`src/rtl/store_queue.sv`:
```
// In-order store queue between the load/store issue stage and data memory.
// Stores wait for retirement, then drain through a valid/ready port.
module store_queue #(
  parameter int SQ_DEPTH     = 4,
  parameter int LOG2_MAX_IDS = 3,
  parameter int ID_W         = LOG2_MAX_IDS
) (
  input  logic            clk,
  input  logic            rst,
  input  logic            push_valid,
  output logic            push_ready,
  input  logic [31:0]     push_addr,
  input  logic [3:0]      push_be,
  input  logic [2:0]      push_fn3,
  input  logic [31:0]     push_data,
  input  logic [ID_W-1:0] push_id,
  input  logic            release_valid,
  input  logic [ID_W-1:0] release_id,
  input  logic            sq_flush,
  input  logic            load_check_valid,
  input  logic [31:0]     load_check_addr,
  output logic            load_conflict,
  output logic            out_valid,
  input  logic            out_ready,
  output logic [31:0]     out_addr,
  output logic [3:0]      out_be,
  output logic [2:0]      out_fn3,
  output logic [31:0]     out_data,
  output logic            sq_empty,
  output logic            no_released_stores_pending
);

  localparam int IDX_W = $clog2(SQ_DEPTH);
  localparam int PTR_W = IDX_W + 1;

  logic [PTR_W-1:0] head_ptr, rel_ptr, tail_ptr;
  logic [PTR_W-1:0] rel_next;
  logic [PTR_W-1:0] count;
  logic [IDX_W-1:0] head_idx, rel_idx, tail_idx;

  logic [31:0]     addr_mem [SQ_DEPTH];
  logic [3:0]      be_mem   [SQ_DEPTH];
  logic [2:0]      fn3_mem  [SQ_DEPTH];
  logic [31:0]     data_mem [SQ_DEPTH];
  logic [ID_W-1:0] id_mem   [SQ_DEPTH];

  logic do_push, do_release, do_pop;
  logic hit;
  logic [IDX_W-1:0] off;
  logic unused_load_bits;

  assign head_idx = head_ptr[IDX_W-1:0];
  assign rel_idx  = rel_ptr[IDX_W-1:0];
  assign tail_idx = tail_ptr[IDX_W-1:0];

  assign count      = tail_ptr - head_ptr;
  assign push_ready = (count != PTR_W'(SQ_DEPTH));
  assign out_valid  = (head_ptr != rel_ptr);
  assign sq_empty   = (head_ptr == tail_ptr);
  assign no_released_stores_pending = (head_ptr == rel_ptr);

  assign do_push    = push_valid && push_ready && !sq_flush;
  assign do_release = release_valid && (rel_ptr != tail_ptr);
  assign do_pop     = out_valid && out_ready;
  assign rel_next   = do_release ? rel_ptr + PTR_W'(1) : rel_ptr;

  assign out_addr = addr_mem[head_idx];
  assign out_be   = be_mem[head_idx];
  assign out_fn3  = fn3_mem[head_idx];
  assign out_data = data_mem[head_idx];

  assign unused_load_bits = ^load_check_addr[1:0];

  // A flush rewinds tail onto rel (after this cycle's release), so only retired stores survive.
  always_ff @(posedge clk or posedge rst) begin
    if (rst) begin
      head_ptr <= '0;
      rel_ptr  <= '0;
      tail_ptr <= '0;
    end else begin
      if (do_pop)
        head_ptr <= head_ptr + PTR_W'(1);
      rel_ptr <= rel_next;
      if (sq_flush)
        tail_ptr <= rel_next;
      else if (do_push)
        tail_ptr <= tail_ptr + PTR_W'(1);
    end
  end

  always_ff @(posedge clk) begin
    if (do_push) begin
      addr_mem[tail_idx] <= push_addr;
      be_mem[tail_idx]   <= push_be;
      fn3_mem[tail_idx]  <= push_fn3;
      data_mem[tail_idx] <= push_data;
      id_mem[tail_idx]   <= push_id;
    end
  end

  // Slot i is occupied when its distance from head is below the occupancy count.
  always_comb begin
    hit = 1'b0;
    off = '0;
    for (int i = 0; i < SQ_DEPTH; i++) begin
      off = IDX_W'(i) - head_idx;
      if (({1'b0, off} < count) && (addr_mem[i][31:2] == load_check_addr[31:2]))
        hit = 1'b1;
    end
  end

  assign load_conflict = load_check_valid && hit;

  release_id_matches: assert property (
    @(posedge clk) disable iff (rst)
    (release_valid && (rel_ptr != tail_ptr)) |-> (release_id == id_mem[rel_idx])
  );

endmodule

```
`config.mk`:
```
export PLATFORM = sky130hd
export DESIGN_NAME = store_queue
export DESIGN_NICKNAME = d
export VERILOG_FILES = /design/src/rtl/store_queue.sv
export SDC_FILE = /design/constraint.sdc
export NUM_CORES = 1
export LEC_CHECK = 0
export BUFFER_PORTS_ARGS = -buffer_cell sky130_fd_sc_hd__buf_4
export CAP_MARGIN = 5
export CORE_MARGIN = 2
export CORE_UTILIZATION = 25
export CTS_CLUSTER_DIAMETER = 40
export DETAILED_ROUTE_END_ITERATION = 8
export PLACE_DENSITY = 0.41
export SLEW_MARGIN = 40
export SYNTH_ARGS = -nofsm -noshare
export SYNTH_HDL_FRONTEND = slang
export SYNTH_SLANG_ARGS = --single-unit
```
`constraint.sdc`:
```
create_clock -name clk -period 5.55 [get_ports clk]
set_clock_uncertainty 0.05 [all_clocks]
set_input_delay 0.8325 -clock clk [delete_from_list [all_inputs] [get_ports clk]]
set_output_delay 0.8325 -clock clk [all_outputs]
set_load 0.01 [all_outputs]
```
==> metrics.txt <==
outcome finished clean; register area share after synthesis a little over two thirds; Synthesized Nets between 700 and 800; Sequential Power Share a little under a third; synth unique cells 29; most common cell after layout, fill and taps aside edfxtp_1; clock tree from TritonCTS done; Worst-Skew Late Latency 0.58 ns; Place WS 1.60 ns; core area 0.0490 mm²; GRT Max-Usage Layer met2; #FFs+latches synth just under 300; Initial Util between 20% and 30%; CP Launch Type flop; count of final setup violators 0; post-synthesis cell area 0.0124 mm²; R2R Setup Slk 1.88 ns; Clock power frac 40.3%; DP HPWL between 20 and 25 mm; initial antenna violation count 3; GR met2 Demand/Resource 20.7%; sw frac 29.2%; via count ~6600; Sink Count 293; Arr. time, crit path 3.56 ns; period utilization 80.1%; Setup TNS Final 0 ns; required time of the worst setup path between 4 and 5 ns; routed wire length around 34 mm; WS Path Type flop to output port; Port Buffer Count ~180; relative slew slack slightly above 50%; Max FO, Critical Path 28; Cell Int Power 6600 µW; DR vias/cell approximately 4.2; 1st-pass router iterations 4; CTS root buffer clkbuf_16; crit-path most repeated cell inv_1; multi-input logic area 0.00345 mm²; Final min period 4.44 ns; Tightest Pin Transition 0.740 ns; path type of the worst min-delay path primary input to asynchronous set/reset pin; most frequent cells in the layout edfxtp_1, buf_4, xnor2_1, mux4_2, clkbuf_16; Synth Flop Type edfxtp_1; Nets a little under 1000; GRT met1 Usage 18.3%; layout cells sized above 1 just over 40%; synthesis-to-finish area growth 34.7%; Final WS setup 1.11 ns; reg2reg path depth 9; number of global-route vias before repair roughly 7300; GPL Wtd Cong 0.751; post-CTS setup buffers 0; post-layout util 34.2%; grt total ovfl 0; GR Layer Usage met3 under 10%; cells after synthesis 646; Net Sw Power 2730 µW; Longest Clk Path Bufs 3; Max-cap violations 0; Comb power frac 28.1%; f_max 225 MHz; Synth async-reset ratio between 3 and 4%; hold buffer count at CTS 0; R2R Path End addr_mem[3][30]; Layout fillers 4694; Critical Path, Cell by Cell inv_1 -> fa_1 -> inv_1 -> ha_1 -> nor2b_1 -> o21ai_0 -> nand3_1 -> a41oi_1 -> buf_4; WL/cell roughly 22 µm; Worst VDD drop 0.247 mV; cell row count 81; register area ~0.009 mm²; Inserted Clock Buffers 59; Routed Antenna Nets 0; YS warnings 0; Post-synth EDFFs 284; R2R Path Start head_ptr[1]; drt drc 0; DR iter-0 viols 349; largest net degree at the start of global routing 72; largest stage delay on the critical path slightly above 0.7 ns; Leak 0.00565 µW; first-pass GRT wire length 49.2 mm; Critical-path top delay cell dfrtp_4; IO Count 192; Slew Viols, Final 0; Die Area 0.0515 mm²; final hold vios 0; syn_area_per_cell 19.2 µm²; Pwr per Cell Area approximately 560 mW/mm²; post_cts resized 0; Die Y-Extent about 230 µm; RSZ-0062 raised after global routing no; H-tree levels 2; Clock Pin Slew Worst Setup and Hold Paths 0.05 ns; gr usage total about 13%; chip width approximately 230 µm; endpoint class of the critical path output port
routing by layer:
metal	share of wire, %	up-vias
met3	6.4	47
met4	2.0	4
met5	0.076	-
met1	45	3415
li1	-	2973
met2	46	178
synthesized netlist by cell type (6+ instances only):
master | count | area, µm²
nand4_1 | 28 | 175
xnor2_1 | 129 | 1130
inv_1 | 10 | 37.5
mux4_2 | 71 | 1600
nor4_1 | 8 | 50.1
buf_2 | 7 | 35.0
o21ai_0 | 6 | 30.0
clkbuf_1 | 35 | 131
ha_1 | 14 | 175
edfxtp_1 | 284 | 8530
dfrtp_1 | 9 | 225
nand3_1 | 7 | 35.0
nand2_1 | 9 | 33.8
worst max-delay path by stage:
stage	from	endpoint	slack [ns]
6_report	head_ptr[1]	load_conflict	1.11
5_1_grt	head_ptr[1]	load_conflict	0.86
3_5_place_dp	head_ptr[1]	load_conflict	1.60
2_1_floorplan	head_ptr[1]	addr_mem[0][0]	1.05
3_3_place_gp	head_ptr[1]	load_conflict	1.62
4_1_cts	head_ptr[1]	load_conflict	0.94
critical path, delay by kind of cell (launching register included):
family                     cells  cell delay [ns]
AOI/OAI and AO/OA              2             0.60
adders and majority gates      2             0.89
buffers and inverters          3             0.51
DFF                            1             0.72
and+or+nand+nor                2             0.25
power groups by stage:
stage               Combinational (µW)  Sequential, µW  Clock (µW)
floorplan                         1560            2930           0
global placement                  2710            3000           0
detailed placement                2710            3000           0
CTS                               2730            2960        3860
global route                      2870            2980        3960
finish                            2620            2950        3760
state kept, by name (all words and copies together), names as in the netlist:
name and flops:
addr_mem 128, be_mem 16, head_ptr 3, tail_ptr 3, rel_ptr 3, data_mem 128
fn3_mem 12
kinds of logic after synthesis:
family	Yosys count	synth area share, %
AO/OA/AOI/OAI	11	0.524
XOR/XNOR	134	9.58
adder cells (fa/ha/maj)	15	1.57
buffers and inverters	56	1.76
flip-flops	293	70.5
multiplexers	73	13.0
AND/OR/NAND/NOR	64	3.01
area by class of cell:
class | instances | area share (%)
diodes | 1 | 0.0150
inverters | 10 | 0.224
flip-flops and latches | 293 | 52.4
repair buffers | 191 | 8.99
clock buffers | 67 | 9.13
clock inverters | 41 | 3.65
multi-input cells | 297 | 20.7
well taps | 664 | 4.97
through the flow:
| step | power (µW) | hold slack [ns] | std cells | instance area (µm²) |
|---|---|---|---|---|
| detailed placement | 5710 | 0.505 | 1455 | 14600 |
| global route | 9820 | 0.175 | 1563 | 16700 |
| CTS | 9550 | 0.151 | 1563 | 16700 |
| finish | 9330 | 0.184 | 1564 | 16700 |
| floorplan | 4490 | 0.473 | 646 | 12400 |
| global placement | 5710 | 0.510 | 1454 | 14600 |
No activity file was read; power rests on OpenSTA's default activity.
